`config.mk`:
```
export PLATFORM = sky130hd
export DESIGN_NAME = spi_slave_regbank_flat
export DESIGN_NICKNAME = d
export VERILOG_FILES = /design/src/rtl/spi_slave_pkg.sv /design/src/rtl/spi_slave_regbank_if.sv /design/src/rtl/spi_sync_edge.sv /design/src/rtl/spi_slave_regbank.sv /design/src/flat_wrapper.sv
export SDC_FILE = /design/constraint.sdc
export NUM_CORES = 1
export LEC_CHECK = 0
export CAP_MARGIN = 20
export CORE_MARGIN = 3
export CORE_UTILIZATION = 35
export CTS_BUF_LIST = sky130_fd_sc_hd__clkbuf_16
export DETAILED_ROUTE_END_ITERATION = 10
export PLACE_DENSITY = 0.55
export SYNTH_ARGS = -nofsm -noshare
export SYNTH_HDL_FRONTEND = slang
export SYNTH_SLANG_ARGS = --single-unit
```
`constraint.sdc`:
```
create_clock -name clk -period 3.5 [get_ports clk]
set_clock_uncertainty 0.2 [all_clocks]
set_input_delay 1.05 -clock clk [delete_from_list [all_inputs] [get_ports clk]]
set_output_delay 1.05 -clock clk [all_outputs]
set_load 0.01 [all_outputs]
```
`src/rtl/spi_slave_pkg.sv`:
```
// Shared types and constants for the SPI slave register bank.
// The debug struct exposes FSM state, bit counter and latched frame mode.
package spi_slave_pkg;

  localparam int DATA_W     = 8;
  localparam int FRAME_BITS = 16;
  localparam int RW_BIT     = 7;
  localparam int ADDR_BITS  = 7;
  localparam int BIT_CNT_W  = 3;

  typedef enum logic [2:0] {
    IDLE,
    CMD,
    DATA,
    DRAIN,
    ERR
  } state_t;

  typedef struct packed {
    state_t                 state;
    logic [BIT_CNT_W-1:0]   bit_cnt;
    logic                   mode;
    logic                   cs_active;
  } dbg_t;

  function automatic logic addr_mapped(input logic [7:0] a, input int n);
    return int'({24'd0, a}) < n;
  endfunction

endpackage

```
`src/rtl/spi_slave_regbank_if.sv`:
```
// Pin and host-port bundle for spi_slave_regbank.
interface spi_slave_regbank_if;

  logic       cs_n;
  logic       sclk;
  logic       mosi;
  logic       miso;
  logic       mode;
  logic [7:0] reg_addr;
  logic       reg_write;
  logic [7:0] reg_wdata;
  logic [7:0] reg_rdata;
  logic       ready;

  // Host handshake: reg_write is taken only on a clk edge where ready is high;
  // a write presented while ready is low is dropped, not held or retried.
  // reg_rdata always reflects regs[reg_addr] from the previous edge.
  modport master (
    output cs_n, sclk, mosi, mode, reg_addr, reg_write, reg_wdata,
    input  miso, reg_rdata, ready
  );

  modport slave (
    input  cs_n, sclk, mosi, mode, reg_addr, reg_write, reg_wdata,
    output miso, reg_rdata, ready
  );

endinterface

```
`src/rtl/spi_sync_edge.sv`:
```
// Multi-flop synchroniser with single-cycle rise/fall pulses on the synced level.
module spi_sync_edge #(
  parameter int   SYNC_STAGES = 2,
  parameter logic RESET_VAL   = 1'b0
) (
  input  logic clk,
  input  logic reset_n,
  input  logic async_in,
  output logic level,
  output logic rise,
  output logic fall
);

  logic [SYNC_STAGES-1:0] sync_q;
  logic                   prev_q;

  always_ff @(posedge clk or negedge reset_n) begin
    if (!reset_n) begin
      sync_q <= {SYNC_STAGES{RESET_VAL}};
      prev_q <= RESET_VAL;
    end else begin
      sync_q <= {sync_q[SYNC_STAGES-2:0], async_in};
      prev_q <= sync_q[SYNC_STAGES-1];
    end
  end

  assign level = sync_q[SYNC_STAGES-1];
  assign rise  = level & ~prev_q;
  assign fall  = ~level & prev_q;

endmodule

```
`src/rtl/spi_slave_regbank.sv`:
```
// SPI slave (mode 0/3, 16-bit frames) owning a byte register bank shared with a host port.
// Define SPI_SLAVE_AUTOINC_EN for unbounded address-incrementing bursts.
module spi_slave_regbank
  import spi_slave_pkg::*;
#(
  parameter int NUM_REGS    = 16,
  parameter int SYNC_STAGES = 2
) (
  input  logic               clk,
  input  logic               reset_n,
  spi_slave_regbank_if.slave bus,
  output dbg_t               dbg
);

  localparam int IDX_W = (NUM_REGS > 1) ? $clog2(NUM_REGS) : 1;

  logic sclk_s, sclk_rise, sclk_fall;
  logic cs_s, cs_rise, cs_fall;
  logic [SYNC_STAGES-1:0] mosi_sync;
  logic mosi_s;

  state_t                 state;
  logic [BIT_CNT_W-1:0]   bit_cnt;
  logic [DATA_W-2:0]      shift_in;
  logic [DATA_W-1:0]      shift_out;
  logic                   rw_q;
  logic [ADDR_BITS-1:0]   addr_q;
  logic                   mode_q;
  logic                   miso_q;
  logic                   ready_q;
  logic [DATA_W-1:0]      rdata_q;
  logic [DATA_W-1:0]      regs [NUM_REGS];

  logic [DATA_W-1:0] rx_byte;
  logic              byte_done;
  logic              spi_we;
  logic              host_we;

  spi_sync_edge #(.SYNC_STAGES(SYNC_STAGES), .RESET_VAL(1'b0)) u_sclk_sync (
    .clk      (clk),
    .reset_n  (reset_n),
    .async_in (bus.sclk),
    .level    (sclk_s),
    .rise     (sclk_rise),
    .fall     (sclk_fall)
  );

  spi_sync_edge #(.SYNC_STAGES(SYNC_STAGES), .RESET_VAL(1'b1)) u_cs_sync (
    .clk      (clk),
    .reset_n  (reset_n),
    .async_in (bus.cs_n),
    .level    (cs_s),
    .rise     (cs_rise),
    .fall     (cs_fall)
  );

  // mosi shares the sclk synchroniser depth so data and clock stay aligned.
  always_ff @(posedge clk or negedge reset_n) begin
    if (!reset_n) mosi_sync <= '0;
    else          mosi_sync <= {mosi_sync[SYNC_STAGES-2:0], bus.mosi};
  end
  assign mosi_s = mosi_sync[SYNC_STAGES-1];

  function automatic logic [DATA_W-1:0] reg_read(input logic [7:0] a);
    logic [IDX_W-1:0] idx;
    idx = a[IDX_W-1:0];
    if (addr_mapped(a, NUM_REGS)) return regs[idx];
    return '0;
  endfunction

  assign rx_byte   = {shift_in, mosi_s};
  assign byte_done = sclk_rise && (bit_cnt == 3'd7);
  assign spi_we    = (state == DATA) && byte_done && rw_q &&
                     addr_mapped({1'b0, addr_q}, NUM_REGS);
  assign host_we   = bus.reg_write && ready_q && addr_mapped(bus.reg_addr, NUM_REGS);

`ifdef SPI_SLAVE_AUTOINC_EN
  logic [ADDR_BITS-1:0] addr_inc;
  assign addr_inc = ADDR_BITS'((32'(addr_q) + 1) % NUM_REGS);
`endif

  // SPI commits happen only outside IDLE, host writes only in IDLE: never both.
  always_ff @(posedge clk or negedge reset_n) begin
    if (!reset_n) begin
      for (int i = 0; i < NUM_REGS; i++) regs[i] <= '0;
    end else if (spi_we) begin
      regs[addr_q[IDX_W-1:0]] <= rx_byte;
    end else if (host_we) begin
      regs[bus.reg_addr[IDX_W-1:0]] <= bus.reg_wdata;
    end
  end

  always_ff @(posedge clk or negedge reset_n) begin
    if (!reset_n) rdata_q <= '0;
    else          rdata_q <= reg_read(bus.reg_addr);
  end

  always_ff @(posedge clk or negedge reset_n) begin
    if (!reset_n) begin
      state     <= IDLE;
      bit_cnt   <= '0;
      shift_in  <= '0;
      shift_out <= '0;
      rw_q      <= 1'b0;
      addr_q    <= '0;
      mode_q    <= 1'b0;
      miso_q    <= 1'b0;
      ready_q   <= 1'b1;
    end else if (cs_rise) begin
      state   <= IDLE;
      bit_cnt <= '0;
      miso_q  <= 1'b0;
      ready_q <= 1'b1;
    end else begin
      case (state)
        IDLE: begin
          miso_q <= 1'b0;
          if (cs_fall) begin
            ready_q <= 1'b0;
            bit_cnt <= '0;
            mode_q  <= bus.mode;
            state   <= (sclk_s == bus.mode) ? CMD : ERR;
          end
        end
        CMD: begin
          miso_q <= 1'b0;
          if (sclk_rise) begin
            shift_in <= rx_byte[DATA_W-2:0];
            bit_cnt  <= bit_cnt + 3'd1;
            if (bit_cnt == 3'd7) begin
              rw_q      <= rx_byte[RW_BIT];
              addr_q    <= rx_byte[ADDR_BITS-1:0];
              shift_out <= rx_byte[RW_BIT] ? '0 : reg_read({1'b0, rx_byte[ADDR_BITS-1:0]});
              state     <= DATA;
            end
          end
        end
        DATA: begin
          if (sclk_fall) begin
            miso_q    <= shift_out[DATA_W-1];
            shift_out <= {shift_out[DATA_W-2:0], 1'b0};
          end
          if (sclk_rise) begin
            shift_in <= rx_byte[DATA_W-2:0];
            bit_cnt  <= bit_cnt + 3'd1;
            if (bit_cnt == 3'd7) begin
`ifdef SPI_SLAVE_AUTOINC_EN
              addr_q <= addr_inc;
              if (!rw_q) shift_out <= reg_read({1'b0, addr_inc});
`else
              state  <= DRAIN;
              miso_q <= 1'b0;
`endif
            end
          end
        end
        DRAIN: miso_q <= 1'b0;
        ERR:   miso_q <= 1'b0;
        default: begin
          state  <= IDLE;
          miso_q <= 1'b0;
        end
      endcase
    end
  end

  assign bus.miso      = miso_q;
  assign bus.ready     = ready_q;
  assign bus.reg_rdata = rdata_q;

  assign dbg = '{state: state, bit_cnt: bit_cnt, mode: mode_q, cs_active: ~cs_s};

endmodule

```
`src/flat_wrapper.sv`:
```
// flat-port wrapper written by rule: the top's interface ports become plain ports
module spi_slave_regbank_flat import spi_slave_pkg::*;
#(
  parameter int NUM_REGS    = 16,
  parameter int SYNC_STAGES = 2
)
  (clk, reset_n, dbg, bus_cs_n, bus_sclk, bus_mosi, bus_mode, bus_reg_addr, bus_reg_write, bus_reg_wdata, bus_miso, bus_reg_rdata, bus_ready);
  spi_slave_regbank_if bus_i ();
  input  logic clk;
  input  logic reset_n;
  output dbg_t dbg;
  input wire logic [$bits(bus_i.cs_n)-1:0] bus_cs_n;
  input wire logic [$bits(bus_i.sclk)-1:0] bus_sclk;
  input wire logic [$bits(bus_i.mosi)-1:0] bus_mosi;
  input wire logic [$bits(bus_i.mode)-1:0] bus_mode;
  input wire logic [$bits(bus_i.reg_addr)-1:0] bus_reg_addr;
  input wire logic [$bits(bus_i.reg_write)-1:0] bus_reg_write;
  input wire logic [$bits(bus_i.reg_wdata)-1:0] bus_reg_wdata;
  output wire logic [$bits(bus_i.miso)-1:0] bus_miso;
  output wire logic [$bits(bus_i.reg_rdata)-1:0] bus_reg_rdata;
  output wire logic [$bits(bus_i.ready)-1:0] bus_ready;
  assign bus_i.cs_n = bus_cs_n;
  assign bus_i.sclk = bus_sclk;
  assign bus_i.mosi = bus_mosi;
  assign bus_i.mode = bus_mode;
  assign bus_i.reg_addr = bus_reg_addr;
  assign bus_i.reg_write = bus_reg_write;
  assign bus_i.reg_wdata = bus_reg_wdata;
  assign bus_miso = bus_i.miso;
  assign bus_reg_rdata = bus_i.reg_rdata;
  assign bus_ready = bus_i.ready;
  spi_slave_regbank #(.NUM_REGS(NUM_REGS), .SYNC_STAGES(SYNC_STAGES)) u_core (.clk(clk), .reset_n(reset_n), .bus(bus_i), .dbg(dbg));
endmodule
```
# Word-level counts from Yosys, hierarchy flattened
# Cells that the tools add are included.
# totals
regBits,176
inputBits,23
out_inout_bits,18
wordCells,140
# op_classes
add_sub_neg,1
order_cmp,8
n_eq_ne,16
muxes,49
bitwise,12
reduce_logical,23
# ops
cell,n
$bwmux W128,2
$mux W128,2
$mux W8,14
$bmux W8 S4,2
$demux W8 S4,2
$mux W3,10
$ne A3 B1 Y1 const B,6
$pmux W8 S2,1
$ge A5 B5 Y1 const B,3
$not A4 Y5,3
$lt A7 B5 Y1 const B,2
$mux W1,14
$pmux W3 S4,1
$lt A5 B1 Y1 const B,2
$reduce_and A3 Y1,3
$logic_and A1 B1 Y1,8
$lt A8 B5 Y1 const B,1
$ne A2 B1 Y1 const B,4
$reduce_bool A2 Y1,4
$eq A3 B2 Y1 const B,2
$eq A3 B3 Y1 const B,2
$pmux W3 S2,1
$reduce_and A6 Y1,1
$not A1 Y1,5
other kinds (10),14

# Logic depth before layout (Yosys ltp)
# Gate-level depths: netlist (run 1).
# depth
word_depth,11
depth_mapped,9
ltp_nobuf,7

# Cells and area by module
# From an unflattened synthesis (run 1), not the netlist that was laid out.
# unflattened
hier_cells,808
hier_area_um2,10277.4
# by_module_without_submodules
module,n_inst,cells_each,area_each_um2,seq_area_each_um2
spi_slave_regbank,1,798,10093.4,4255.3
spi_sync_edge (u_core.u_cs_sync),1,5,93.8,78.8
spi_sync_edge (u_core.u_sclk_sync),1,5,90.1,75.1

# Worst setup path before layout (run 1)
# No wires, ideal clock.
# synth_path
path_type,input port to flip-flop
start,input port bus_reg_addr[6]
end,register u_core.regs[88] in the netlist's numbering
setup_ps,119
t_arrival_ps,2975
required_time_ps,3181
slack_ps,206
path_stages,7
path_buffers,2
cell_sequence,or4_4 > or2_1 > buf_4 > or4_1 > buf_2 > o22a_1 > o21a_1
# synth_via
elab_chain_cells,3
# synth_rtl
item,line_no,source
"start, declared",flat_wrapper.sv:16,input wire logic [$bits(bus_i.reg_addr)-1:0] bus_reg_addr;
$lt A8 B5 Y1,spi_slave_pkg.sv:27,"return int'({24'd0, a}) < n;"
$logic_and A1 B1 Y1,spi_slave_regbank.sv:75,"assign host_we = bus.reg_write && ready_q && addr_mapped(bus.reg_addr, NUM_REGS);"
$reduce_bool A2 Y1 (no source line),--,
"end signal, assigned by index",spi_slave_regbank.sv:87,regs[addr_q[IDX_W-1:0]] <= rx_byte;
"end signal, assigned by index",spi_slave_regbank.sv:89,regs[bus.reg_addr[IDX_W-1:0]] <= bus.reg_wdata;
"end, declared",spi_slave_regbank.sv:32,logic [DATA_W-1:0] regs [NUM_REGS];
# No other way between the ends.
# A chain may end at the register's enable or synchronous reset.

# Worst setup path after layout (run 1)
# layout_path
start,input port bus_reg_addr[6]
end,register u_core.regs[104] in the netlist's numbering
# Same word-level chain as after synthesis.

==> flow_metrics.env, run 1 <==
export IMPL_vias_per_cell=5.987
export IMPL_status="finished clean"
export IMPL_setup_slack_ns=0.1686
export IMPL_wire_per_inst_um=24.27
export IMPL_yosysUniqueCellTypes=63
export IMPL_relSlewSlack_pct=30.88
export IMPL_place_hpwl_um=23510
export IMPL_whs_endpoint="u_core.mosi_sync[1]"
export IMPL_core_area_um2=28010
export IMPL_finalCriticalPeriod_ns=3.331
export IMPL_cp_arrival_ns=3.44
export IMPL_ctsHoldBuffers=0
export IMPL_cts_resized_gates=0
export IMPL_end_kind="register"
export IMPL_pwr_share_seq_pct=46.0
export IMPL_yosysSeqAreaShare_pct=43.87
export IMPL_ys_seq_elements=176
export IMPL_synthFlopType="dfrtp_1"
export IMPL_gp_congestion=0.9069
export IMPL_grt_pass1_vias=7996
export IMPL_final_common_cell="dfrtp_1"
export IMPL_pwr_share_clk_pct=37.0
export IMPL_hold_ws_ns=0.1519
export IMPL_worst_slew_pin_slew_ns=1.037
export IMPL_reg2reg_from="u_core.state[2]"
export IMPL_overflow=0
export IMPL_final_nets=987
export IMPL_yosys_warnings=0
export IMPL_initial_core_util_pct=35.88
export IMPL_vias=8089
export IMPL_dp_cells=1319
export IMPL_syn2layout_area_growth_pct=18.54
export IMPL_clock_sinks=176
export IMPL_setup_viol=0
export IMPL_num_antenna_cells=0
export IMPL_r2r_cells=5
export IMPL_swShare_pct=32.12
export IMPL_drv_slew=0
export IMPL_leakage_nw=5.110
export IMPL_clock_fmax_mhz=300.2
export IMPL_power_switching_mw=1.647
export IMPL_dieArea_um2=30790
export IMPL_drt_iter0_markers=915
export IMPL_stdcell_count=1351
export IMPL_grt_max_degree=69
export IMPL_hold_path_startpoint="u_core.mosi_sync[0]"
export IMPL_syn_inst=893
export IMPL_cts_tree="done"
export IMPL_syn_nets=920
export IMPL_critPathRequiredTime_ns=3.61
export IMPL_rsz0062_at_grt="false"
export IMPL_drive_gt1_share_pct=23.33
export IMPL_intPower_mw=3.481
export IMPL_criticalPathCategory="in -> reg"
export IMPL_hold_depth=0
export IMPL_port_buffers=40
export IMPL_grt_pass1_wl_um=51090
export IMPL_critical_path_max_fanout=8
export IMPL_drv_cap=0
export IMPL_numCtsBuffers=17
export IMPL_pre_cts_ws_ns=-0.2694
export IMPL_ios=41
export IMPL_final_cell_mix="170 x dfrtp_1, 83 x nor2_1, 77 x nand2_1, 72 x mux4_2, 68 x buf_4"
export IMPL_netlist_area_um2=10050
export IMPL_place_area_um2=11340
export IMPL_rows=61
export IMPL_clk_latency_ns=0.44
export IMPL_grt_total_usage_pct=21.92
export IMPL_synth_avg_cell_area_um2=11.26
export IMPL_fin_crit_sh_pct=95.18
export IMPL_finalHoldViolCount=0
export IMPL_h_tree_depth=4
export IMPL_synth_edff_count=0
export IMPL_ir_drop_v=0.0003158
export IMPL_p_comb_share_pct=17.0
export IMPL_cts_root_buf="clkbuf_16"
export IMPL_ys_async_sr_fraction_pct=100.0
export IMPL_clock_path_buffers=2
export IMPL_crit_path_start_kind="input port"
export IMPL_hold_path_class="reg -> reg"
export IMPL_rrSetupSlack_ns=0.35
export IMPL_dr_pass1_iters=5
export IMPL_timing_rr_end="u_core.regs[28]"
export IMPL_ant_nets=0
export IMPL_antenna_found_initial=1
export IMPL_chipHeight_um=175.5
export IMPL_power_density_nw_per_um2=430.4
export IMPL_drt_wl_total_um=32790
export IMPL_chipWidth_um=175.5
export IMPL_final_cell_area_um2=11910
export IMPL_post_cts_buffers=0
export IMPL_clk_pin_slew_ns=0.07
export IMPL_drc=0
## logic make-up (layout without fill, tap and decap cells)
kind of cell	count (synthesis)	count (layout)	synth area share (%)
flip-flops	176	176	43.87
buffers and inverters	80	160	3.237
adder cells (fa/ha/maj)	4	4	0.4980
XOR/XNOR	2	2	0.1743
AO/OA/AOI/OAI	191	191	14.90
AND/OR/NAND/NOR	322	322	16.41
multiplexers	118	118	20.91
## worst max path at each step
stage / from / to / slack, ns
2_1_floorplan: bus_reg_addr[6] / u_core.regs[88] / 0.21
6_report: bus_reg_addr[6] / u_core.regs[104] / 0.17
5_1_grt: bus_reg_addr[6] / u_core.regs[110] / 0.05
3_5_place_dp: bus_reg_addr[6] / u_core.regs[109] / -0.27
4_1_cts: bus_reg_addr[6] / u_core.regs[107] / 0.20
3_3_place_gp: bus_reg_addr[6] / u_core.regs[95] / -0.23
## synthesized netlist by cell type (8+ instances only)
cell       number  area [µm²]
nor2b_1        19       118.9
nand3_1        26       130.1
o21ai_0        11       55.05
buf_2           8       40.04
buf_1          12       45.04
a31oi_1         9       56.30
nand2_1        77       289.0
a2bb2oi_1       8       70.07
a21oi_1        16       80.08
nand2b_1       10       62.56
a22oi_1        24       180.2
clkbuf_1       47       176.4
mux4_2         72        1622
dfrtp_1       172        4304
mux2i_1        30       300.3
mux2_2         16       180.2
and2_1         35       219.0
nor2_1         83       311.6
a21o_1          8       60.06
nor3_1         18       90.09
a221o_1        47       470.5
inv_1           9       33.78
o22ai_1        21       131.4
nand4_1         8       50.05
## critical path, cell delays in order
cell and delay (ns):
clkdlybuf4s50_1 0.40, or4_4 0.53, or2_1 0.36, buf_4 0.21, nand2_1 0.19, o21ai_1 0.28
a221o_1 0.41
## registers in the layout (all words and copies together) (netlist names)
register                   flops
u_core.mosi_sync               2
u_core.shift_in                7
u_core.bus.ready               1
u_core.u_cs_sync.sync_q        2
u_core.addr_q                  7
u_core.rw_q                    1
u_core.mode_q                  1
u_core.u_cs_sync.prev_q        1
u_core.shift_out               8
u_core.u_sclk_sync.prev_q      1
u_core.bus.miso                1
u_core.state                   3
u_core.bit_cnt                 3
u_core.bus.reg_rdata           8
u_core.regs                  128
u_core.u_sclk_sync.sync_q      2
## metal layers
| metal | wire, µm | track usage [%] | share of wire (%) | vias to the layer above |
|---|---|---|---|---|
| met3 | 2651 | 4.691 | 8.1 | 29 |
| met5 | 0 | 0 | 0 | - |
| li1 | - | - | - | 3554 |
| met1 | 14760 | 32.08 | 45 | 4161 |
| met2 | 14800 | 33.39 | 45 | 345 |
| met4 | 581 | 5.477 | 1.8 | 0 |
## power groups by stage
| stage | logic, mW | registers, mW | clock network (mW) |
|---|---|---|---|
| 2_1_floorplan | 0.590 | 2.24 | 0 |
| 3_3_place_gp | 0.861 | 2.39 | 0 |
| 3_5_place_dp | 0.866 | 2.39 | 0 |
| 4_1_cts | 0.869 | 2.35 | 1.93 |
| 5_1_grt | 0.925 | 2.37 | 2.02 |
| 6_report | 0.871 | 2.36 | 1.90 |
## metrics by stage
step | utilization (%) | setup TNS (ns) | power (mW)
6_report | 42.53 | 0 | 5.128
5_1_grt | 42.53 | 0 | 5.314
4_1_cts | 42.53 | 0 | 5.154
3_5_place_dp | 40.50 | -17.09 | 3.257
3_3_place_gp | 40.50 | -14.65 | 3.248
2_1_floorplan | - | 0 | 2.826
## final cells by class
| class | instances | area (µm²) |
|---|---|---|
| fillers | 2680 | 16100 |
| multi-input cells | 637 | 5316 |
| flip-flops and latches | 176 | 4412 |
| repair buffers | 118 | 1105 |
| well taps | 378 | 473.0 |
| clock buffers | 17 | 425.4 |
| clock inverters | 15 | 145.1 |
| inverters | 10 | 37.54 |
No activity file was read; power rests on OpenSTA's default activity.
==> run 2: changes to the inputs <==
CORE_UTILIZATION = 30   (was 35)
PLACE_DENSITY = 0.49   (was 0.55)
==> run 2 against run 1 <==
Effect of this change:
- global-route usage decreased by 2.4 points
- register-to-register slack gained 0.14 ns
- core utilization down 6.0 points
- critical path type unchanged
- critical endpoint is now u_core.regs[16]
- largest cell class unchanged
==> flow_metrics.env, run 2 (synthesis gave the netlist of run 1 again) <==
export IMPL_criticalPathCategory="in -> reg"
export IMPL_dp_cells=1387
export IMPL_swShare_pct=30.90
export IMPL_pwr_share_seq_pct=44.9
export IMPL_syn2layout_area_growth_pct=19.32
export IMPL_dr_pass1_iters=5
export IMPL_max_flop_register="u_core.regs"
export IMPL_cp_arrival_ns=3.42
export IMPL_worst_slew_pin_slew_ns=1.034
export IMPL_status="finished clean"
export IMPL_stdcell_count=1417
export IMPL_h_tree_depth=4
export IMPL_chipWidth_um=189.0
export IMPL_clock_path_buffers=2
export IMPL_power_switching_mw=1.607
export IMPL_setup_viol=0
export IMPL_critical_path_max_fanout=8
export IMPL_drv_slew=0
export IMPL_power_density_nw_per_um2=433.7
export IMPL_grt_total_usage_pct=19.55
export IMPL_p_comb_share_pct=17.5
export IMPL_grt_pass1_vias=7833
export IMPL_clock_fmax_mhz=304.1
export IMPL_vias_per_cell=5.714
export IMPL_initial_core_util_pct=30.66
export IMPL_dieArea_um2=35740
export IMPL_drt_iter0_markers=663
export IMPL_final_common_cell="dfrtp_1"
export IMPL_rsz0062_at_grt="false"
export IMPL_grt_max_degree=64
export IMPL_drc=0
export IMPL_vias=8097
export IMPL_port_buffers=40
export IMPL_final_cell_mix="170 x dfrtp_1, 83 x nor2_1, 77 x nand2_1, 75 x buf_4, 72 x mux4_2"
export IMPL_antenna_found_initial=2
export IMPL_clock_sinks=176
export IMPL_hold_path_class="reg -> reg"
export IMPL_finalCriticalPeriod_ns=3.288
export IMPL_fin_crit_sh_pct=93.94
export IMPL_relSlewSlack_pct=31.04
export IMPL_leakage_nw=5.112
export IMPL_largest_reg_flops=128
export IMPL_ios=41
export IMPL_crit_path_start_kind="input port"
export IMPL_place_hpwl_um=24820
export IMPL_cts_root_buf="clkbuf_16"
export IMPL_drt_wl_total_um=34480
export IMPL_nFillCells=3234
export IMPL_final_nets=991
export IMPL_cts_resized_gates=0
export IMPL_drive_gt1_share_pct=23.38
export IMPL_clk_latency_ns=0.44
export IMPL_grt_pass1_wl_um=52360
export IMPL_intPower_mw=3.594
export IMPL_gp_congestion=0.8937
export IMPL_rows=66
export IMPL_core_area_um2=32780
export IMPL_ctsHoldBuffers=0
export IMPL_post_cts_buffers=0
export IMPL_ir_drop_v=0.0002930
export IMPL_finalHoldViolCount=0
export IMPL_fin_tns_setup_ns=0
export IMPL_cts_tree="done"
export IMPL_num_antenna_cells=0
export IMPL_numCtsBuffers=17
export IMPL_critPathRequiredTime_ns=3.63
export IMPL_end_kind="register"
export IMPL_chipHeight_um=189.0
export IMPL_pwr_share_clk_pct=37.6
export IMPL_ant_nets=0
export IMPL_clk_pin_slew_ns=0.08
export IMPL_wire_per_inst_um=24.33
export IMPL_overflow=0
export IMPL_drv_cap=0
[run 2: changes by cell type in the layout (fill, tap and decap cells not counted)]
cell / change
buf_4: +7
bufinv_16: +2
clkinv_2: -2
buf_12: -3
clkinv_8: -2
inv_8: -2
clkinvlp_4: +1
inv_1: +1
[run 2: metrics by stage]
step	hold WS, ns	power (mW)	setup slack [ns]	utilization [%]	instance area (µm²)
4_1_cts	0.1513	5.235	0.2545	36.58	11990
3_5_place_dp	0.1358	3.279	-0.2248	34.82	11420
2_1_floorplan	0.1312	2.826	0.2061	-	10050
6_report	0.1477	5.201	0.2120	36.58	11990
5_1_grt	0.1613	5.392	0.1550	36.58	11990
3_3_place_gp	0.1339	3.279	-0.2077	34.82	11420
[run 2: layer usage]
| metal | GRT usage (%) | up-vias | part of all wire, % |
|---|---|---|---|
| met3 | 4.851 | 33 | 7.2 |
| met4 | 6.015 | 0 | 2.3 |
| met2 | 28.32 | 313 | 43 |
| met5 | 0 | - | 0 |
| li1 | - | 3562 | - |
| met1 | 28.81 | 4189 | 47 |
[run 2: worst max-delay path, stage by stage]
cell and delay, ns:
clkdlybuf4s50_1 0.40, or4_4 0.54, or2_1 0.33, buf_4 0.17, nand2_1 0.20, o21ai_1 0.29
a221o_1 0.43
[run 2: path summary, 6_finish.rpt]
check,startpoint,end,slack (ns),depth (start not counted)
min in group asynchronous,reset_n,u_core.regs[125],0.37,1
setup / recovery,bus_reg_addr[6],u_core.regs[16],0.21,7
hold reg to reg,u_core.mosi_sync[0],u_core.mosi_sync[1],0.15,0
setup reg to reg,u_core.state[0],u_core.regs[27],0.49,5
hold / removal,u_core.mosi_sync[0],u_core.mosi_sync[1],0.15,0
max in group asynchronous,reset_n,u_core.u_cs_sync.prev_q,1.89,2
[run 2: cell type report]
| class | instances | area (µm²) | area share, % |
|---|---|---|---|
| multi-input combinational | 637 | 5316 | 44.33 |
| clock buffer | 17 | 425.4 | 3.547 |
| sequential | 176 | 4412 | 36.79 |
| inverter | 10 | 37.54 | 0.3130 |
| tap | 442 | 553.0 | 4.611 |
| clock inverter | 13 | 151.4 | 1.262 |
| timing repair buffer | 122 | 1097 | 9.150 |
[run 2: power groups by stage]
| stage | sequential (mW) | clock (mW) | combinational [mW] |
|---|---|---|---|
| after CTS | 2.33 | 1.99 | 0.909 |
| after floorplan | 2.24 | 0 | 0.590 |
| final | 2.34 | 1.95 | 0.910 |
| after global routing | 2.35 | 2.08 | 0.966 |
| after detailed placement | 2.37 | 0 | 0.908 |
| after global placement | 2.37 | 0 | 0.906 |
